## config.mk

```make
export PLATFORM = sky130hd
export DESIGN_NAME = ahb_master_arbiter
export DESIGN_NICKNAME = d
export VERILOG_FILES = /design/src/rtl/ahb_master_arbiter.sv
export SDC_FILE = /design/constraint.sdc
export NUM_CORES = 1
export LEC_CHECK = 0
export ABC_AREA = 1
export CAP_MARGIN = 20
export CELL_PAD_IN_SITES_DETAIL_PLACEMENT = 0
export CELL_PAD_IN_SITES_GLOBAL_PLACEMENT = 1
export CORE_ASPECT_RATIO = 1.4
export CORE_MARGIN = 10
export CORE_UTILIZATION = 33
export DETAILED_ROUTE_END_ITERATION = 16
export HOLD_SLACK_MARGIN = 0.06
export PLACE_DENSITY_LB_ADDON = 0.3
export SYNTH_ARGS = -nofsm -noshare
export SYNTH_HDL_FRONTEND = slang
export SYNTH_SLANG_ARGS = --single-unit
```

## constraint.sdc

```tcl
create_clock -name HCLK -period 1.5 [get_ports HCLK]
set_clock_uncertainty 0.05 [all_clocks]
set_input_delay 0.15 -clock HCLK [delete_from_list [all_inputs] [get_ports HCLK]]
set_output_delay 0.15 -clock HCLK [all_outputs]
set_load 0.03 [all_outputs]
```

## src/rtl/ahb_master_arbiter.sv

```systemverilog
// Round-robin arbiter and sequencer sharing one AHB master FSM between the MIPS core (0)
// and the DMA/test port (1); counts beats on HREADY and flags completion or timeout.
module ahb_master_arbiter #(
    parameter int unsigned LEN_W   = 4,
    parameter int unsigned TIMEOUT = 16
) (
    input  logic             HCLK,
    input  logic             HRESET,
    input  logic             REQ0,
    input  logic             REQ1,
    input  logic             WR0,
    input  logic             WR1,
    input  logic             BURST0,
    input  logic             BURST1,
    input  logic [LEN_W-1:0] LEN0,
    input  logic [LEN_W-1:0] LEN1,
    input  logic             HOLD0,
    input  logic             HOLD1,
    input  logic             HREADY,
    output logic             GNT0,
    output logic             GNT1,
    output logic             DONE0,
    output logic             DONE1,
    output logic             ERR,
    output logic             FSM_ENABLE,
    output logic             FSM_WRITE,
    output logic             FSM_BURST,
    output logic             FSM_HOLD,
    output logic             OWNER,
    output logic [LEN_W-1:0] BEAT_CNT
);

    typedef enum logic [3:0] {
        StIdle  = 4'b0001,
        StGrant = 4'b0010,
        StXfer  = 4'b0100,
        StDone  = 4'b1000
    } state_e;

    localparam int unsigned    CntW       = LEN_W + 1;
    localparam logic [CntW-1:0] CntOne    = CntW'(1);
    localparam logic [7:0]     TimeoutCnt = 8'(TIMEOUT);

    state_e          state_q, state_d;
    logic            rr_q, rr_d;
    logic            owner_q, owner_d;
    logic            write_q, write_d;
    logic            burst_q, burst_d;
    logic [CntW-1:0] total_q, total_d;
    logic [CntW-1:0] beats_q, beats_d;
    logic [7:0]      tcnt_q, tcnt_d;
    logic            gnt0_q, gnt0_d;
    logic            gnt1_q, gnt1_d;
    logic            done0_q, done0_d;
    logic            done1_q, done1_d;
    logic            err_q, err_d;
    logic            en_q, en_d;
    logic            hold_q, hold_d;

    logic             own_hold;
    logic             beat;
    logic             last_beat;
    logic             tout_hit;
    logic             win_valid;
    logic             win_id;
    logic             sel_wr;
    logic             sel_burst;
    logic [LEN_W-1:0] sel_len;

    assign own_hold  = owner_q ? HOLD1 : HOLD0;
    assign beat      = (state_q == StXfer) && HREADY && !own_hold;
    assign last_beat = beat && ((beats_q + CntOne) == total_q);
    assign tout_hit  = (state_q == StXfer) && !HREADY && !own_hold &&
                       ((tcnt_q + 8'd1) == TimeoutCnt);

    // The ERR cycle doubles as the turnaround cycle, so arbitration waits one more cycle.
    assign win_valid = (REQ0 || REQ1) && !err_q;
    assign win_id    = (REQ0 && REQ1) ? rr_q : REQ1;
    assign sel_wr    = win_id ? WR1 : WR0;
    assign sel_burst = win_id ? BURST1 : BURST0;
    assign sel_len   = win_id ? LEN1 : LEN0;

    always_comb begin
        state_d = state_q;
        rr_d    = rr_q;
        owner_d = owner_q;
        write_d = write_q;
        burst_d = burst_q;
        total_d = total_q;
        beats_d = beats_q;
        tcnt_d  = tcnt_q;
        gnt0_d  = 1'b0;
        gnt1_d  = 1'b0;
        done0_d = 1'b0;
        done1_d = 1'b0;
        err_d   = 1'b0;
        en_d    = 1'b0;
        hold_d  = 1'b0;

        unique case (state_q)
            StIdle: begin
                if (win_valid) begin
                    state_d = StGrant;
                    owner_d = win_id;
                    write_d = sel_wr;
                    burst_d = sel_burst;
                    total_d = sel_burst ? ({1'b0, sel_len} + CntOne) : CntOne;
                    beats_d = '0;
                    tcnt_d  = '0;
                    gnt0_d  = !win_id;
                    gnt1_d  = win_id;
                end
            end
            StGrant: begin
                state_d = StXfer;
                en_d    = 1'b1;
                hold_d  = own_hold;
            end
            StXfer: begin
                if (HREADY) begin
                    tcnt_d = '0;
                end else if (!own_hold) begin
                    tcnt_d = tcnt_q + 8'd1;
                end

                if (beat) begin
                    beats_d = beats_q + CntOne;
                end

                if (last_beat) begin
                    state_d = StDone;
                    done0_d = !owner_q;
                    done1_d = owner_q;
                    rr_d    = !owner_q;
                end else if (tout_hit) begin
                    state_d = StIdle;
                    err_d   = 1'b1;
                    rr_d    = !owner_q;
                end else begin
                    en_d   = 1'b1;
                    hold_d = own_hold;
                end
            end
            StDone: begin
                state_d = StIdle;
            end
            default: begin
                state_d = StIdle;
            end
        endcase
    end

    always_ff @(posedge HCLK) begin
        if (HRESET) begin
            state_q <= StIdle;
            rr_q    <= 1'b0;
            owner_q <= 1'b0;
            write_q <= 1'b0;
            burst_q <= 1'b0;
            total_q <= '0;
            beats_q <= '0;
            tcnt_q  <= '0;
            gnt0_q  <= 1'b0;
            gnt1_q  <= 1'b0;
            done0_q <= 1'b0;
            done1_q <= 1'b0;
            err_q   <= 1'b0;
            en_q    <= 1'b0;
            hold_q  <= 1'b0;
        end else begin
            state_q <= state_d;
            rr_q    <= rr_d;
            owner_q <= owner_d;
            write_q <= write_d;
            burst_q <= burst_d;
            total_q <= total_d;
            beats_q <= beats_d;
            tcnt_q  <= tcnt_d;
            gnt0_q  <= gnt0_d;
            gnt1_q  <= gnt1_d;
            done0_q <= done0_d;
            done1_q <= done1_d;
            err_q   <= err_d;
            en_q    <= en_d;
            hold_q  <= hold_d;
        end
    end

    assign GNT0       = gnt0_q;
    assign GNT1       = gnt1_q;
    assign DONE0      = done0_q;
    assign DONE1      = done1_q;
    assign ERR        = err_q;
    assign FSM_ENABLE = en_q;
    assign FSM_WRITE  = write_q;
    assign FSM_BURST  = burst_q;
    assign FSM_HOLD   = hold_q;
    assign OWNER      = owner_q;
    // Low LEN_W bits only; a maximum-length burst reads back as 0 on completion.
    assign BEAT_CNT   = beats_q[LEN_W-1:0];

endmodule

```

---- Word-level counts from Yosys, hierarchy flattened ----
Index checks and enable logic that the tools add are counted.
storage, ports and cells
  register bits after elaboration ......... 33
  input bits .............................. 19
  logic and storage cells ................. 81
cells by class
  $add $sub $neg .......................... 3
  eq/ne operators ......................... 9
  multiplexer cells ....................... 26
  bitwise gates (word level) .............. 4
  reductions and logical operators ........ 24
operator list
  operator               number
  $mux W8                3
  $mux W4                4
  $pmux W8 S2            1
  $mux W5                3
  $pmux W4 S3            1
  $mux W1                11
  $pmux W5 S2            1
  $reduce_or A3 Y1       3
  $add A8 B1 Y8 const B  1
  $eq A8 B5 Y1 const B   1
  $logic_and A1 B1 Y1    8
  $ne A3 B3 Y1 const B   2
  $reduce_and A2 Y1      3
  $reduce_and A3 Y1      2
  $add A4 B1 Y5 const B  1
  $add A5 B1 Y5 const B  1
  $eq A5 B5 Y1           1
  $logic_not A1 Y1       5
  $eq A4 B1 Y1 const B   1
  $eq A4 B2 Y1 const B   1
  $eq A4 B3 Y1 const B   1
  $ne A2 B2 Y1 const B   2
  $not A1 Y1             4
  $pmux W1 S2            2
  2 further kinds        3

---- Longest topological paths before layout ----
  word-level depth ........................ 7
  gate-level depth with buffers ........... 13
  gate-level depth less buffers ........... 13

---- Worst setup path before layout ----
Ideal clock, no wire load.
  path type ............................... register to register
  start point ............................. register owner_q, in the netlist OWNER
  end point ............................... register rr_q
  library setup time ...................... 0.115 ns
  arrival time ............................ 1.362 ns
  data required time ...................... 1.335 ns
  slack ................................... -0.027 ns
  cell stages (with the launch flop) ...... 10
  period minus slack after synthesis ...... 1.527 ns
  path through ............................ dfxtp_1 > inv_2 > nand2_2 > nand2_4 > nor2_4 > nand2_2 > nor2_2 > nand2_2 > a21oi_1 > nor2_1
between the ends
  word-level cells in the longest chain between the ends .. 6
ends and longest elaborated chain
  what                                    line    RTL
  start, declared                         46      logic owner_q, owner_d;
  start signal, assigned                  173     owner_q <= owner_d;
  $mux W1                                 70      assign own_hold = owner_q ? HOLD1 : HOLD0;
  $logic_not A1 Y1                        --
  $logic_and A1 B1 Y1 (on tied branches)  71, 73
  $logic_and A1 B1 Y1 (on tied branches)  72, 73
  $reduce_bool A2 Y1 (no line)            --
  $reduce_and A2 Y1 (no line)             --
  end signal, assigned                    172     rr_q <= rr_d;
  end, declared                           45      logic rr_q, rr_d;
Parallel ways exist; a longest one is shown, timed or not. The select of a mux whose other input is x is not followed.
A chain may end at the register's enable or synchronous reset.

---- Final worst setup path ----
  start point ............................. register en_q, in the netlist FSM_ENABLE
  end point ............................... output FSM_ENABLE
RTL lines
  what                    line  RTL
  start, declared         57    logic en_q, en_d;
  start signal, assigned  184   en_q <= en_d;
  end, declared           25    output logic FSM_ENABLE,
No word-level cell between the ends.

==> flow_summary.ini <==
[clock_tree]
numCtsBuffers = 5
clkTransAtPathRegs_ns = 0.07
clk_latency_ns = 0.28
cts-root-buf = clkbuf_8
postCtsHoldBufs = 0
tritoncts = yes
cts.path.max_buffers = 2
cts.htree.levels = 2
cts.sinks = 33

[routing]
drc = 0
via_per_inst = 4.65
wl_per_cell_um = 11.9
wl_mm = 4.81
vias = 1873
drt_iter0_drc = 57
first_pass_iters = 4
ant_nets = 0

[setup_path]
path_class = flop to output port
crit_path_cell_trace = clkdlybuf4s50_1
rr_worst_depth = 13
startpoint_type = flop
worstPathRequired_ns = 1.30
r2r-end = state_q[0]
crit_buf_inv = 1
slowest_delay_ns = 0.67
r2r-start = beats_q[0]
cpMaxStageDelayCell = clkdlybuf4s50_1
end_kind = output port
crit_arrival_ns = 1.26
critPathTopFamily = buffers and inverters
r2r_slack_ns = 0.04
crit_start = FSM_ENABLE
crit_fanout = 1

[hold_path]
min_from = REQ0
whs_path_depth = 8
hold_path_end = state_q[0]
hold_path_class = input port to flop

[final_layout]
utilization_pct = 50.6
layout_common_cells = nand2_1 (58), buf_4 (33), dfxtp_1 (26), nand2_2 (22), inv_1 (20)
final_common_cell = nand2_1
antennaDiodeCount = 0
fin_cells = 403
area_growth_pct = 50.3
final_nets = 357
nFillCells = 565
drive_gt1_share_pct = 38.2
final_area_um2 = 2760

[placed_design]
io_buffers = 32
gp_congestion = 0.819
post-dp-hpwl_mm = 3.78
placed_area_um2 = 2420
placedCellCount = 387

[timing]
fin_crit_sh_pct = 97.6
min_period_ns = 1.46
setup_viol_count_final = 0
hold_viol = 0
tightest_slew_ns = 0.344
slew_headroom_pct = 76.8
fmax_ghz = 0.683
slew_viol_final = 0
rsz0062_at_grt = yes

[power_and_ir_drop]
comb_power_share_pct = 27.0
seqPwrFrac_pct = 43.7
p_clk_share_pct = 29.3
p_sw_share_pct = 32.4
ir_drop_mv = 0.552
intPower_w = 0.00152
power_density_nw_per_um2 = 814
power_leakage_nw = 1.26
switchingPower_w = 0.000727

[die]
die_x_um = 83.0
io_pins = 33
core_area_um2 = 5450
initial_core_util_pct = 33.7
rows = 32
die_area_um2 = 8980
fp.dieH_um = 108

[logic_synthesis]
synth_cell_types = 29
ys_seq_area_share_pct = 36.0
async_flop_share_pct = 0
ys_top_cells_by_area = dfxtp_1 (36%), nand2_1 (15%), a21oi_1 (5.7%)
netlist_instances = 264
synth-edff-count = 0
synthFlopType = dfxtp_1
yosys.area.top_type = dfxtp_1
syn-num-nets = 287
yosys.area.top_type_share_pct = 36.0
ys_ff_latch = 33
synth.cell_area_um2 = 1830
postSynthAreaPerCell_um2 = 6.94
yosysWarnings = 0

[outcome]
status = finished clean

[global_route]
antenna_found_initial = 0
grt_max_degree = 15
grt_overflow = 0
track_usage_pct = 10.6
grt_pass1_vias = 1753
grt_pass1_wl_mm = 7.79

[flow_run]
maxCapViolCount = 0
layer usage:
metal | GRT usage, % | share of wire [%] | up-vias
met4 | 5.73 | 3.5 | 0
met3 | 2.78 | 2.7 | 10
met5 | 0 | 0 | -
met1 | 9.56 | 37 | 855
met2 | 21.0 | 56 | 23
li1 | - | - | 985
repair_timing:
| action | CTS | global route |
|---|---|---|
| pin swaps | 8 | 18 |
| resized for setup | 23 | 49 |
| cloned | 0 | 0 |
| setup buffers | 2 | 6 |
| setup endpoints to repair | 18 | 26 |
registers in the layout, summed over array words and instances, names as in the netlist:
name        flops
beats_q         5
total_q         5
OWNER           1
DONE1           1
ERR             1
rr_q            1
FSM_ENABLE      1
FSM_HOLD        1
tcnt_q          8
FSM_BURST       1
GNT1            1
FSM_WRITE       1
state_q         4
DONE0           1
GNT0            1
worst max path at each step:
stage / cells after the start / endpoint / slack, ns
2_1_floorplan: 12 / state_q[0] / 0.005
3_3_place_gp: 12 / total_q[3] / -0.27
3_5_place_dp: 12 / total_q[3] / -0.29
4_1_cts: 13 / state_q[0] / -0.04
5_1_grt: 11 / rr_q / -0.11
6_report: 1 / FSM_ENABLE / 0.04
cell usage after synthesis, types with 2 or more instances:
library cell and count:
buf_4 4, o21bai_1 2, nand4_1 4, nor2_4 5, o21ai_0 6, inv_2 9, nand2_2 10, nor2_1 14
nand3_2 6, dfxtp_1 33, clkbuf_1 2, inv_1 26, ha_1 4, nor2_2 8, nand3_1 14, nand2_1 74
nand3b_1 3, nor3_1 5, o21ai_1 5, a21oi_1 21
per-stage QoR:
| stage | hold slack [ns] | power [W] | TNS, ns | setup WS (ns) |
|---|---|---|---|---|
| after global placement | 0.404 | 0.00155 | -4.13 | -0.273 |
| after detailed placement | 0.407 | 0.00155 | -4.59 | -0.294 |
| after floorplan | 0.172 | 0.00132 | 0 | 0.00452 |
| after CTS | 0.416 | 0.00222 | -0.0430 | -0.0430 |
| after global routing | 0.428 | 0.00238 | -0.398 | -0.106 |
| final | 0.391 | 0.00224 | 0 | 0.0356 |
final cells by class:
class / instances / area, um^2 / area share, %
repair buffers: 69 / 612 / 22.2
clock buffers: 5 / 68.8 / 2.50
well taps: 68 / 85.1 / 3.09
multi-input cells: 190 / 1170 / 42.4
clock inverters: 3 / 17.5 / 0.636
flip-flops and latches: 33 / 672 / 24.4
inverters: 35 / 131 / 4.77
power by group through the flow:
stage | Clock (W) | Combinational, W | Sequential (W)
after floorplan | 0 | 0.000299 | 0.00102
final | 0.000657 | 0.000606 | 0.000980
after global routing | 0.000717 | 0.000676 | 0.000987
after global placement | 0 | 0.000554 | 0.000995
after detailed placement | 0 | 0.000557 | 0.000996
after CTS | 0.000684 | 0.000560 | 0.000981
cells by family after synthesis:
group,Yosys count,share of synthesized area (%)
buffers and inverters,41,9.21
DFF,33,36.0
adders and majority gates,4,2.73
and+or+nand+nor,146,39.6
xor gates and xnor gates,2,0.956
AOI/OAI and AO/OA,38,11.5
No activity file was read; power rests on OpenSTA's default activity.
